==> config.mk <==
export PLATFORM = sky130hd
export DESIGN_NAME = mic1_microsequencer
export DESIGN_NICKNAME = d
export VERILOG_FILES = /design/src/rtl/mic1_pkg.sv /design/src/rtl/mic1_next_addr.sv /design/src/rtl/mic1_microsequencer.sv
export SDC_FILE = /design/constraint.sdc
export NUM_CORES = 1
export LEC_CHECK = 0
export CAP_MARGIN = 20
export CORE_MARGIN = 10
export CORE_UTILIZATION = 41
export DETAILED_ROUTE_END_ITERATION = 8
export GPL_ROUTABILITY_DRIVEN = 0
export GPL_TIMING_DRIVEN = 0
export PLACE_DENSITY = 0.79
export SLEW_MARGIN = 15
export SYNTH_ARGS = -nofsm -noshare
export SYNTH_HDL_FRONTEND = slang
export SYNTH_SLANG_ARGS = --single-unit
==> constraint.sdc <==
create_clock -name clk -period 1.3 [get_ports clk]
set_input_delay 0.13 -clock clk [delete_from_list [all_inputs] [get_ports clk]]
set_output_delay 0.13 -clock clk [all_outputs]
set_load 0.05 [all_outputs]
==> src/rtl/mic1_pkg.sv <==
// MIC-1 microsequencer shared definitions: microword field layout,
// sequencer states and control-store geometry.
package mic1_pkg;

    localparam int unsigned ADDR_W   = 9;
    localparam int unsigned WORD_W   = 36;

    // Microword field positions
    localparam int unsigned NA_LSB   = 27;
    localparam int unsigned NA_W     = 9;
    localparam int unsigned JMPC_BIT = 26;
    localparam int unsigned JAMN_BIT = 25;
    localparam int unsigned JAMZ_BIT = 24;
    localparam int unsigned ALU_LSB  = 16;
    localparam int unsigned ALU_W    = 8;
    localparam int unsigned C_LSB    = 7;
    localparam int unsigned C_W      = 9;
    localparam int unsigned WR_BIT   = 6;
    localparam int unsigned RD_BIT   = 5;
    localparam int unsigned FE_BIT   = 4;
    localparam int unsigned B_LSB    = 0;
    localparam int unsigned B_W      = 4;

    typedef enum logic [1:0] {
        FETCH = 2'd0,
        EXEC  = 2'd1,
        WAIT  = 2'd2
    } seq_state_t;

    // True when the microword requests any memory operation
    function automatic logic mem_op(input logic [WORD_W-1:0] w);
        return w[WR_BIT] | w[RD_BIT] | w[FE_BIT];
    endfunction

endpackage

==> src/rtl/mic1_next_addr.sv <==
// MIC-1 next-address logic: NEXT_ADDRESS OR'd with MBR (JMPC) in the low
// byte, and with the JAMN/JAMZ conditions in bit 8. Pure OR, no carries.
module mic1_next_addr
    import mic1_pkg::*;
(
    input  logic [NA_W-1:0] i_next_addr,
    input  logic            i_jmpc,
    input  logic            i_jamn,
    input  logic            i_jamz,
    input  logic            i_n,
    input  logic            i_z,
    input  logic [7:0]      i_mbr,
    output logic [NA_W-1:0] o_next
);

    logic [7:0] w_low;
    logic       w_high;

    // Combine address fields with the branch conditions
    always_comb begin
        w_low  = i_next_addr[7:0] | (i_jmpc ? i_mbr : 8'h00);
        w_high = i_next_addr[8] | (i_jamz & i_z) | (i_jamn & i_n);
        o_next = {w_high, w_low};
    end

endmodule

==> src/rtl/mic1_microsequencer.sv <==
// MIC-1 control-store sequencer: MPC/MIR, FETCH/EXEC/WAIT sequencing and
// microword decode towards the datapath and the B-bus decoder.
// Optional feature macro: MIC1_SEQ_STEP_EN (adds single-step input 'step').
module mic1_microsequencer #(
    parameter int unsigned ADDR_W = 9,
    parameter int unsigned WORD_W = 36
) (
    input  logic              clk,
    input  logic              rst,
`ifdef MIC1_SEQ_STEP_EN
    input  logic              step,
`endif
    input  logic [WORD_W-1:0] cs_data,
    input  logic              n_in,
    input  logic              z_in,
    input  logic [7:0]        mbr_in,
    input  logic              mem_ack,
    output logic [ADDR_W-1:0] cs_addr,
    output logic [3:0]        b_sel,
    output logic [8:0]        c_en,
    output logic [7:0]        alu_ctrl,
    output logic              mem_wr,
    output logic              mem_rd,
    output logic              mem_fetch,
    output logic              n_q,
    output logic              z_q
);

    import mic1_pkg::*;

    seq_state_t        r_state;
    logic [ADDR_W-1:0] r_mpc;
    logic [WORD_W-1:0] r_mir;
    logic              r_n;
    logic              r_z;
    logic [ADDR_W-1:0] w_next;
    logic              w_fetch_go;

`ifdef MIC1_SEQ_STEP_EN
    assign w_fetch_go = step;
`else
    assign w_fetch_go = 1'b1;
`endif

    mic1_next_addr u_next_addr (
        .i_next_addr (r_mir[NA_LSB +: NA_W]),
        .i_jmpc      (r_mir[JMPC_BIT]),
        .i_jamn      (r_mir[JAMN_BIT]),
        .i_jamz      (r_mir[JAMZ_BIT]),
        .i_n         (n_in),
        .i_z         (z_in),
        .i_mbr       (mbr_in),
        .o_next      (w_next)
    );

    // Sequencer state, MPC/MIR and flag registers
    always_ff @(posedge clk) begin
        if (rst) begin
            r_state <= FETCH;
            r_mpc   <= '0;
            r_mir   <= '0;
            r_n     <= 1'b0;
            r_z     <= 1'b0;
        end else begin
            case (r_state)
                FETCH: begin
                    if (w_fetch_go) begin
                        r_mir   <= cs_data;
                        r_state <= EXEC;
                    end
                end
                EXEC: begin
                    r_n     <= n_in;
                    r_z     <= z_in;
                    r_mpc   <= w_next;
                    r_state <= mem_op(r_mir) ? WAIT : FETCH;
                end
                WAIT: begin
                    if (mem_ack) begin
                        r_state <= FETCH;
                    end
                end
                default: r_state <= FETCH;
            endcase
        end
    end

    // Datapath controls are live only while executing a microword
    always_comb begin
        c_en      = '0;
        alu_ctrl  = '0;
        mem_wr    = 1'b0;
        mem_rd    = 1'b0;
        mem_fetch = 1'b0;
        if (r_state == EXEC) begin
            c_en      = r_mir[C_LSB +: C_W];
            alu_ctrl  = r_mir[ALU_LSB +: ALU_W];
            mem_wr    = r_mir[WR_BIT];
            mem_rd    = r_mir[RD_BIT];
            mem_fetch = r_mir[FE_BIT];
        end
    end

    assign cs_addr = r_mpc;
    assign b_sel   = r_mir[B_LSB +: B_W];
    assign n_q     = r_n;
    assign z_q     = r_z;

endmodule
Yosys cells after proc, flatten, opt, wreduce, memory -nomap -nowiden
Index checks and enable logic that the tools add are counted.

Bits in registers: 49. Word-level logic and storage cells: 25.

Muxes and demuxes: 9. Equal/unequal tests: 3. Reduce and logical (&&, ||, !) cells: 1. Bitwise operators: 7.

Operator list (number): 2-to-1 mux 8 bit (2); 2-to-1 mux 9 bit (1); bitwise OR 8 bit (1); case mux 2 bit (3 select lines) (1); 2-to-1 mux 2 bit (2); bitwise OR 1 bit (4); 2-to-1 mux 1 bit (3); AND 1 bit (2); equality test 2 x 1 -> 1 bit (second input constant) (1); equality test 2 bit (second input constant) (1); zero test 2 bit (1); != test 2 bit (second input constant) (1).

Depth between registers and ports, before layout
Gate-level depths: netlist of run 1.

Depth in word-level cells: 4. Depth in mapped cells: 5. Gate-level depth less buffers: 3.

By module
From an unflattened synthesis of run 1, not the netlist that was laid out.

Cells, all modules: 250. Area, all modules: 2003.2 µm².

By module, submodules not included: mic1_microsequencer (cells an instance 239, times used 1, sequential area each 980.9 µm², area an instance 1920.6 µm²); mic1_next_addr (cells an instance 11, times used 1, sequential area each 0.0 µm², area an instance 82.6 µm²).

Worst setup path before layout of run 1
OpenSTA, ideal clock, no wires.

Kind: reg2out. From: register r_state[1]. To: output alu_ctrl[6]. Stages on the path, launching flop included: 4. Buffers on the path: 1. Arrival: 1225 ps. Setup slack: -55 ps. Cells stage by stage: dfxtp_1 -> and2b_1 -> clkbuf_1 -> and2_1.

Longest elaborated chain between the ends: 2.

Ends and longest elaborated chain: start: declaration (line mic1_microsequencer.sv:31) `seq_state_t r_state;`; start signal: assignment (line mic1_microsequencer.sv:76) `r_state <= mem_op(r_mir) ? WAIT : FETCH;`; equality test 2 x 1 -> 1 bit (line mic1_microsequencer.sv:95) `if (r_state == EXEC) begin`; 2-to-1 mux 8 bit (line mic1_microsequencer.sv:95); end: declaration (line mic1_microsequencer.sv:21) `output logic [7:0] alu_ctrl,`.

Every way passes these cells.

Worst setup path after layout of run 1
From: register r_state[0]. To: output c_en[0].

Longest elaborated chain between the ends: 2.

Ends and longest elaborated chain: equality test 2 x 1 -> 1 bit (line mic1_microsequencer.sv:95); 2-to-1 mux 9 bit (line mic1_microsequencer.sv:95); end: declaration (line mic1_microsequencer.sv:20) `output logic [8:0] c_en,`.

Every way passes these cells.

==> impl_metrics.tcl, run 1 <==
set metrics [dict create \
    fp.dieArea_um2 7750 \
    detail_route.wl_per_cell_um 14.5 \
    achievable-frequency_mhz 652 \
    grtUsageTotal_pct 15.0 \
    drc_errors 0 \
    initial_utilization_pct 43.0 \
    final_period_minus_worst_setup_slack_ns 1.53 \
    yosys_warnings 0 \
    p_sw_share_pct 30.8 \
    power_leakage_uw 0.00132 \
    pwr-share-comb_pct 29.9 \
    cellPowerDensity_nw_per_um2 1280 \
    seq_power_share_pct 42.3 \
    synth_area_leaders "dfxtp_1 (52%), nand2_1 (15%), a21oi_1 (10%)" \
    die_h_um 88.1 \
    number_of_pins_with_negative_max_slew_slack_in_the_final_report 0 \
    critical_path_required_ns 1.17 \
    cts_max_level 2 \
    final-setup-viol-count 20 \
    antenna_found_initial 0 \
    synthToLayoutAreaGrowth_pct 67.5 \
    synth_seq_cells 49 \
    synthesis.instances 240 \
    ir_worst_vdd_uv 640 \
    outcome "complete, but fails checks" \
    numClockSinks 49 \
    fraction_of_synthesized_cell_area_taken_by_the_top_area_cell_type_pct 51.6 \
    timing.final.ws_setup_ns -0.233 \
    finClkSkew_ns 0.0107 \
    cp-end-kind "primary output" \
    chipWidth_um 88.1 \
    rsz0062_at_grt "yes" \
    dpl_wire_length_um 3970 \
    synth_fp_nets 289 \
    slew_headroom_pct 61.8 \
    post_route_design_area_um2 3180 \
    cts_root_buffer "clkbuf_8" \
    grt_max_degree 16 \
    clk_latency_ns 0.31 \
    diodes_inserted 0 \
    via_per_inst 4.91 \
    num_io_pins 84 \
    core_area_um2 4410 \
    post_route_cells_drive_above_1_share_pct 28.3 \
    synth_largest_area_cell "dfxtp_1" \
    power.clock.fraction_pct 27.8 \
    dr.pass1.iters 4 \
    report.final.hold_viol_count 0 \
    grt_first_pass_wirelength_um 9160 \
    worstSetupStartpointType "register" \
    tritoncts_clock_tree "done" \
    synth_cell_area_um2 1900 \
    drtIter0Drc 95 \
    routed_wl_um 5630 \
    hold_path.class "in -> reg" \
    timing.max_cap.violations 0 \
    cp_max_fo 7 \
    grt-ovfl-total 0 \
    period_share_pct 118 \
    detailed_place.area_um2 2810 \
    port_buffers 82 \
    violations_in_the_final_reports "negative setup slack" \
    cts_buffers 5 \
    worstMarginPinSlew_ns 0.573 \
    via_count_of_the_first_global_routing_pass 1915 \
    layout.core_utilization_pct 72.1 \
    switchingPower_uw 1260 \
    ctsLongestPathBuffers 2 \
    synth.lib_cells_used.distinct 16 \
    worstSetupPathType "reg -> out" \
    design_power_total_uw 4070 \
    timing.critical_path.arrival_ns 1.40 \
    finalNetCount 384 \
    clock_pin_slew_of_the_registers_on_the_worst_case_setup_and_hold_paths_ns 0.09 \
    seq_area_frac_synth_pct 51.6 \
    cts.hold.buffers_added 0 \
    internal-power_uw 2820 \
    route.antenna.remaining_nets 0 \
    num_rows 24 \
    avgSynthCellArea_um2 7.91 \
    route.vias.total 1906 \
]
==> layout make-up <==
cell class	instances	area [um^2]
Fill cell	369	1230
Sequential cell	49	983
Timing Repair Buffer	88	947
Multi-Input combinational cell	170	890
Buffer	21	176
Clock buffer	6	82.6
Tap cell	52	65.1
Clock inverter	2	37.5
==> cell usage in the layout, fill, tap and decap left out, types with 2 or more instances in the layout <==
cell type        count
a211oi_1             3
a211oi_2             6
a21oi_1             38
and2_4              20
buf_4               10
buf_6                5
buf_8               22
clkbuf_1             5
clkbuf_2             8
clkbuf_8             9
clkdlybuf4s15_2      7
clkdlybuf4s50_1     47
dfxtp_1             47
dfxtp_2              2
nand2_1             76
nor2_1              12
nor3_1               9
==> power groups by stage <==
stage | sequential [uW] | clock, uW | combinational, uW
2_1_floorplan | 1860 | 0 | 544
3_3_place_gp | 1740 | 0 | 1060
3_5_place_dp | 1750 | 0 | 1070
4_1_cts | 1720 | 1150 | 1190
5_1_grt | 1740 | 1220 | 1320
6_report | 1720 | 1130 | 1220
==> per-stage QoR <==
| step | TNS (ns) | hold slack [ns] | std cells | setup WS, ns |
|---|---|---|---|---|
| 5_1_grt | -5.46 | 0.236 | 388 | -0.291 |
| 3_3_place_gp | -15.02 | 0.437 | 374 | -0.776 |
| 6_report | -4.31 | 0.196 | 388 | -0.233 |
| 3_5_place_dp | -15.46 | 0.442 | 374 | -0.796 |
| 4_1_cts | -4.52 | 0.211 | 387 | -0.243 |
| 2_1_floorplan | 0 | 0.266 | 240 | 0.0707 |
==> worst paths after layout <==
path / slack (ns) / cells after the start / to / startpoint
setup reg to reg: 0.07 / 6 / r_mir[26] / r_state[1]
setup / recovery: -0.23 / 4 / c_en[0] / r_state[0]
hold / removal: 0.20 / 2 / r_state[0] / rst
hold reg to reg: 0.46 / 2 / r_mir[14] / r_mir[14]
==> synth_stat cells (all sizes together) <==
library cell  number
a211oi             9
a21oi             38
a221oi             1
a2bb2oi            1
and2              20
and2b              1
buf               14
clkbuf             7
dfxtp             49
nand2             76
nand2b             1
nor2              13
nor3               9
or2                1
==> timing repair <==
| action | in CTS | in global routing |
|---|---|---|
| resized for setup | 233 | 27 |
| setup buffers | 3 | 1 |
| endpoints found under the setup margin | 35 | 65 |
| pin swaps | 19 | 1 |
| cloned | 2 | 0 |
==> critical path, stage by stage, from the launching register on <==
cell and delay, ns:
dfxtp_2 0.40, and2b_4 0.25, clkbuf_8 0.17, and2_4 0.14, buf_8 0.14
==> metal layers <==
metal | vias to the layer above | share of wire, % | GRT usage [%]
met1 | 880 | 41 | 17.3
met5 | - | 0 | 0
met2 | 53 | 49 | 24.8
met3 | 7 | 7.9 | 6.13
li1 | 966 | - | -
met4 | 0 | 1.5 | 4.85
==> cell families after synthesis <==
kind of cell / count (synthesis) / share of synthesized area, %
compound gates: 49 / 14.5
simple gates: 121 / 27.7
flops: 49 / 51.6
buf+inv: 21 / 6.13
==> flip-flops by register name, summed over array words and instances (netlist names) <==
register and flops:
z_q 1, cs_addr 9, r_mir 36, r_state 2, n_q 1
Power figures use the tool's default switching activity.
==> inputs of run 2 (changes only) <==
- CTS_CLUSTER_DIAMETER: unset -> 30
==> results of run 2 <==
No change in the layout: final DEF, timing and power equal those of run 1.
